===== config.mk =====
export PLATFORM = sky130hd
export DESIGN_NAME = fifo_burst_reader
export DESIGN_NICKNAME = d
export VERILOG_FILES = /design/src/rtl/fifo_burst_reader_pkg.sv /design/src/rtl/stream_skid_buf.sv /design/src/rtl/fifo_burst_reader.sv
export SDC_FILE = /design/constraint.sdc
export NUM_CORES = 1
export LEC_CHECK = 0
export CORE_MARGIN = 5
export CORE_UTILIZATION = 35
export DETAILED_ROUTE_END_ITERATION = 8
export HOLD_SLACK_MARGIN = 0.08
export PLACE_DENSITY = 0.68
export RECOVER_POWER = 100
export SYNTH_ARGS = -nofsm -noshare
export SYNTH_HDL_FRONTEND = slang
export SYNTH_SLANG_ARGS = --single-unit
export TNS_END_PERCENT = 100

===== constraint.sdc =====
create_clock -name sys_clk -period 2.5 [get_ports sys_clk]
set_input_delay 0.375 -clock sys_clk [delete_from_list [all_inputs] [get_ports sys_clk]]
set_output_delay 0.375 -clock sys_clk [all_outputs]
set_load 0.01 [all_outputs]

===== src/rtl/fifo_burst_reader_pkg.sv =====
// -----------------------------------------------------------------------------
// Module   : fifo_burst_reader_pkg
// Brief    : Shared state encoding and output-buffer sizing for the burst reader.
// Revision : 1.0
// -----------------------------------------------------------------------------
`default_nettype none

package fifo_burst_reader_pkg;

    typedef enum logic [0:0] {
        IDLE  = 1'b0,
        BURST = 1'b1
    } state_t;

    localparam int OUT_BUF_DEPTH = 2;

endpackage

`default_nettype wire


===== src/rtl/stream_skid_buf.sv =====
// -----------------------------------------------------------------------------
// Module   : stream_skid_buf
// Brief    : 2-entry fall-through FIFO between the FIFO read port and the stream.
// Revision : 1.0
// -----------------------------------------------------------------------------
`default_nettype none

module stream_skid_buf
    import fifo_burst_reader_pkg::*;
#(
    parameter int WIDTH = 9
) (
    input  logic             clk,
    input  logic             rst,
    input  logic             wr_en,
    input  logic [WIDTH-1:0] wr_data,
    output logic             rd_valid,
    output logic [WIDTH-1:0] rd_data,
    input  logic             rd_ready,
    output logic [1:0]       occupancy
);

    logic [WIDTH-1:0] r_mem [OUT_BUF_DEPTH];
    logic             r_head;
    logic             r_tail;
    logic [1:0]       r_count;
    logic             w_bypass;
    logic             w_push;
    logic             w_pop;

    // A word arriving into an empty buffer is presented the same cycle; it is
    // only stored when the consumer does not take it immediately.
    assign rd_valid  = (r_count != 2'd0) || wr_en;
    assign rd_data   = (r_count != 2'd0) ? r_mem[r_head] :
                       (wr_en ? wr_data : '0);
    assign w_bypass  = (r_count == 2'd0) && wr_en && rd_ready;
    assign w_push    = wr_en && !w_bypass;
    assign w_pop     = (r_count != 2'd0) && rd_ready;
    assign occupancy = r_count;

    always_ff @(posedge clk) begin
        if (w_push) begin
            r_mem[r_tail] <= wr_data;
        end
    end

    always_ff @(posedge clk or posedge rst) begin
        if (rst) begin
            r_head  <= 1'b0;
            r_tail  <= 1'b0;
            r_count <= 2'd0;
        end else begin
            if (w_push) begin
                r_tail <= ~r_tail;
            end
            if (w_pop) begin
                r_head <= ~r_head;
            end
            case ({w_push, w_pop})
                2'b10:   r_count <= r_count + 2'd1;
                2'b01:   r_count <= r_count - 2'd1;
                default: r_count <= r_count;
            endcase
        end
    end

endmodule

`default_nettype wire


===== src/rtl/fifo_burst_reader.sv =====
// -----------------------------------------------------------------------------
// Module   : fifo_burst_reader
// Brief    : Drains fixed-length bursts from a FIFO onto a valid/ready stream.
// Revision : 1.0
// -----------------------------------------------------------------------------
`default_nettype none

module fifo_burst_reader
    import fifo_burst_reader_pkg::*;
#(
    parameter int DATA_W    = 8,
    parameter int LEVEL_W   = 9,
    parameter int BURST_LEN = 16,
    parameter int CNT_W     = 16
) (
    input  logic               sys_clk,
    input  logic               sys_rst,
    input  logic [LEVEL_W-1:0] rd_water_level,
    input  logic               rd_empty,
    output logic               rd_en,
    input  logic [DATA_W-1:0]  rd_data,
    output logic [DATA_W-1:0]  m_data,
    output logic               m_valid,
    input  logic               m_ready,
    output logic               m_last,
    output logic               busy,
    output logic [CNT_W-1:0]   burst_cnt
);

    localparam int                 REM_W        = $clog2(BURST_LEN + 1);
    localparam logic [REM_W-1:0]   REM_LOAD     = REM_W'(BURST_LEN);
    localparam logic [REM_W-1:0]   REM_ONE      = REM_W'(1);
    localparam logic [LEVEL_W:0]   LEVEL_THRESH = (LEVEL_W + 1)'(BURST_LEN);

    state_t           r_state;
    state_t           w_state_next;
    logic [REM_W-1:0] r_remaining;
    logic             r_inflight;
    logic             r_inflight_last;
    logic [CNT_W-1:0] r_burst_cnt;
    logic [1:0]       w_occupancy;
    logic [DATA_W:0]  w_head;
    logic             w_load;
    logic             w_level_ok;
    logic             w_credit_ok;
    logic             w_last_hs;

    assign w_level_ok  = {1'b0, rd_water_level} >= LEVEL_THRESH;
    // Reads are only issued when the buffer can hold every word already owed to it.
    assign w_credit_ok = (w_occupancy + {1'b0, r_inflight}) < 2'(OUT_BUF_DEPTH);
    assign w_last_hs   = m_valid && m_ready && m_last;

    always_ff @(posedge sys_clk or posedge sys_rst) begin
        if (sys_rst) begin
            r_state <= IDLE;
        end else begin
            r_state <= w_state_next;
        end
    end

    always_comb begin
        w_state_next = r_state;
        w_load       = 1'b0;
        rd_en        = 1'b0;
        case (r_state)
            IDLE: begin
                if (w_level_ok && (w_occupancy == 2'd0) && !r_inflight) begin
                    w_state_next = BURST;
                    w_load       = 1'b1;
                end
            end
            BURST: begin
                rd_en = (r_remaining != '0) && !rd_empty && w_credit_ok;
                if (w_last_hs) begin
                    w_state_next = IDLE;
                end
            end
            default: w_state_next = IDLE;
        endcase
    end

    always_ff @(posedge sys_clk or posedge sys_rst) begin
        if (sys_rst) begin
            r_remaining     <= '0;
            r_inflight      <= 1'b0;
            r_inflight_last <= 1'b0;
            r_burst_cnt     <= '0;
        end else begin
            if (w_load) begin
                r_remaining <= REM_LOAD;
            end else if (rd_en) begin
                r_remaining <= r_remaining - REM_ONE;
            end
            r_inflight      <= rd_en;
            r_inflight_last <= rd_en && (r_remaining == REM_ONE);
            if (w_last_hs) begin
                r_burst_cnt <= r_burst_cnt + 1'b1;
            end
        end
    end

    stream_skid_buf #(
        .WIDTH (DATA_W + 1)
    ) u_out_buf (
        .clk       (sys_clk),
        .rst       (sys_rst),
        .wr_en     (r_inflight),
        .wr_data   ({r_inflight_last, rd_data}),
        .rd_valid  (m_valid),
        .rd_data   (w_head),
        .rd_ready  (m_ready),
        .occupancy (w_occupancy)
    );

    assign m_data    = w_head[DATA_W-1:0];
    assign m_last    = w_head[DATA_W];
    assign busy      = (r_state == BURST);
    assign burst_cnt = r_burst_cnt;

endmodule

`default_nettype wire


==> impl_metrics.py <==
metrics = {
    "outcome": {
        "outcome": "finished, final reports clean",
    },
    "drt": {
        "drt_iter0_drc": 48,
        "vias_per_cell": 4.90,
        "wl_per_cell_um": 13.4,
        "dr.pass1.iters": 4,
        "routed_wl_um": 4070,
        "drc": 0,
        "via_count": 1489,
        "antenna_left": 0,
    },
    "cells_and_area": {
        "final_common_cell": "dlygate4sd3_1",
        "layout_common_cells": "36 x dlygate4sd3_1, 28 x dfrtp_1, 18 x edfxtp_1",
        "antenna_cells": 0,
        "seq_area_mm2": 0.00124,
        "utilization_pct": 46.9,
        "drive_above_1_share_pct": 6.11,
        "fillers": 540,
        "syn2layout_area_growth_pct": 31.8,
        "layout.nets": 253,
        "multiInputGateArea_um2": 788,
    },
    "synth": {
        "ys_ff_latch": 46,
        "synth_edf_count": 18,
        "ys_seq_area_share_pct": 59.2,
        "synth_fp_nets": 201,
        "yosys_warnings": 0,
        "synth_flop_cell": "dfrtp_1",
        "synthCells": 176,
        "netlist_area_mm2": 0.00210,
        "synth-async-reset-ratio_pct": 60.9,
        "syn-mean-instance-area_um2": 11.9,
        "ys_types": 32,
    },
    "cts": {
        "cts.htree.levels": 2,
        "clk_path_buf_depth": 2,
        "clock-sinks": 46,
        "post_cts_buffers": 0,
        "cts_resized": 0,
        "cts_tree": "built",
        "clkLatencyLatePin_ns": 0.30,
        "cts_made_buffers": 5,
        "clock-root-buffer": "clkbuf_8",
        "clk_pin_slew_worst_paths_ns": 0.08,
        "hold_buffers": 0,
    },
    "die": {
        "num_rows": 28,
        "dieArea_mm2": 0.00764,
        "start_util_pct": 35.6,
        "die_h_um": 87.4,
        "ios": 49,
        "core_mm2": 0.00589,
        "die_x_um": 87.4,
    },
    "placed_design": {
        "port-buffer-count": 44,
        "gp_congestion": 0.755,
        "place_hpwl_um": 3010,
        "dp_slack_ns": 0.259,
    },
    "sta": {
        "worst_pin_slew_ns": 1.49,
        "setup_tns_ns": 0,
        "final.period_utilization_pct": 92.8,
        "finClkSkew_ns": 0.00319,
        "finalCriticalPeriod_ns": 2.32,
        "worst_slack_ns": 0.181,
        "hold_viol_final": 0,
        "final_max_slew_viol_count": 0,
        "rsz0062_at_grt": "no",
        "maxClockFrequency_mhz": 431,
        "relSlewSlack_pct": 0.956,
        "finalSetupViolCount": 0,
        "fin_hold_ws_ns": 0.481,
    },
    "worst_setup_path": {
        "worst_ep_required_time_ns": 2.12,
        "crit_type": "register to output port",
        "r2r-end": "burst_cnt[11]$_DFFE_PP0P_",
        "reg2reg_slack_ns": 0.52,
        "rr_startpoint": "u_out_buf.occupancy[0]$_DFFE_PP0P_",
        "crit_arrival_ns": 1.94,
        "start_kind": "register",
        "endpoint_kind": "output port",
        "reg2reg_depth": 4,
        "crit_fanout": 8,
    },
    "grt": {
        "grt.overflow.total": 0,
        "grt_pass1_wl_um": 6830,
        "grt_pass1_vias": 1441,
        "antenna_found_initial": 0,
        "grt_max_degree": 29,
        "track_usage_pct": 11.6,
    },
    "worst_hold_path": {
        "hp-start": "burst_cnt[15]$_DFFE_PP0P_",
        "min_path_type": "register to register",
        "whs_endpoint": "burst_cnt[15]$_DFFE_PP0P_",
        "hold_depth": 1,
    },
    "pwr": {
        "power.leakage_nw": 1.12,
        "ir_drop_mv": 0.457,
        "clkPwrFrac_pct": 23.1,
        "internal_power_mw": 1.89,
        "pwr-share-seq_pct": 39.8,
        "power_frac_comb_pct": 37.1,
        "p_sw_share_pct": 33.4,
        "power.density_mw_per_mm2": 1030,
        "switching_power_mw": 0.946,
        "finalPower_mw": 2.83,
    },
    "run": {
        "drv_cap": 0,
    },
}
## per-layer routing
layer / wire (um) / global-route usage (%) / up-vias
met1: 1770 / 14.1 / 720
met3: 229 / 3.41 / 8
met2: 1990 / 19.2 / 35
li1: - / - / 726
met5: 0 / 0 / -
met4: 69 / 4.60 / 0
## worst max-delay path: stages (launching register included)
cell	delay [ns]
dfrtp_1	0.48
a211oi_1	0.44
a21oi_1	0.10
dlygate4sd3_1	0.64
## sequential cells by signal, indices dropped and copies added, names as in the netlist
name / cells
u_out_buf.r_head: 1
u_out_buf.r_mem: 18
u_out_buf.occupancy: 2
r_inflight: 1
u_out_buf.r_tail: 1
r_remaining: 5
r_inflight_last: 1
busy: 1
burst_cnt: 16
## final cells by class
class | instances | share of cell area [%]
Sequential cell | 46 | 44.9
Multi-Input combinational cell | 118 | 28.5
Timing Repair Buffer | 50 | 17.2
Tap cell | 75 | 3.40
Clock buffer | 5 | 2.49
Clock inverter | 3 | 2.49
Inverter | 7 | 0.952
## how the worst max path moves through the flow
stage | end | cells past startpoint | start
2_1_floorplan | burst_cnt[14]$_DFFE_PP0P_ | 5 | u_out_buf.occupancy[1]$_DFFE_PP0P_
3_3_place_gp | rd_en | 5 | rd_empty
3_5_place_dp | rd_en | 5 | rd_empty
4_1_cts | m_last | 3 | u_out_buf.occupancy[0]$_DFFE_PP0P_
5_1_grt | m_data[4] | 5 | u_out_buf.occupancy[0]$_DFFE_PP0P_
6_report | m_last | 3 | u_out_buf.occupancy[0]$_DFFE_PP0P_
## power by group through the flow
stage          Clock (mW)  Combinational, mW  Sequential (mW)
3_3_place_gp            0               1.14             1.14
3_5_place_dp            0               1.15             1.15
5_1_grt             0.700               1.16             1.16
4_1_cts             0.662               1.16             1.13
2_1_floorplan           0              0.676             1.12
6_report            0.653               1.05             1.13
## kinds of logic after synthesis
| logic type | after synthesis | synth area share [%] |
|---|---|---|
| simple gates | 58 | 13.7 |
| flops | 46 | 59.2 |
| compound gates | 25 | 8.48 |
| xor+xnor | 20 | 8.36 |
| buf+inv | 12 | 2.57 |
| mux | 11 | 5.31 |
| fa+ha+maj | 4 | 2.39 |
## synthesized netlist by cell type, drive strengths merged, types with 3 or more instances
cell type   n  area (um^2)
a211oi      4         30.0
a21o        3         22.5
a21oi       5         25.0
and3        3         18.8
clkbuf      3         11.3
dfrtp      28          701
edfxtp     18          541
ha          4         50.1
inv         7         26.3
mux2i      10          100
nand2       9         33.8
nand3      14         70.1
nand4       4         25.0
nor2       14         52.6
nor3        4         20.0
o21ai       9         45.0
xnor2      13          114
xor2        7         61.3
## through the flow
stage	area [um^2]	cells
3_3_place_gp	2650	296
4_1_cts	2790	304
2_1_floorplan	2100	176
3_5_place_dp	2650	296
5_1_grt	2760	304
6_report	2760	304
Note: power is estimated with default switching activity, not from simulation.
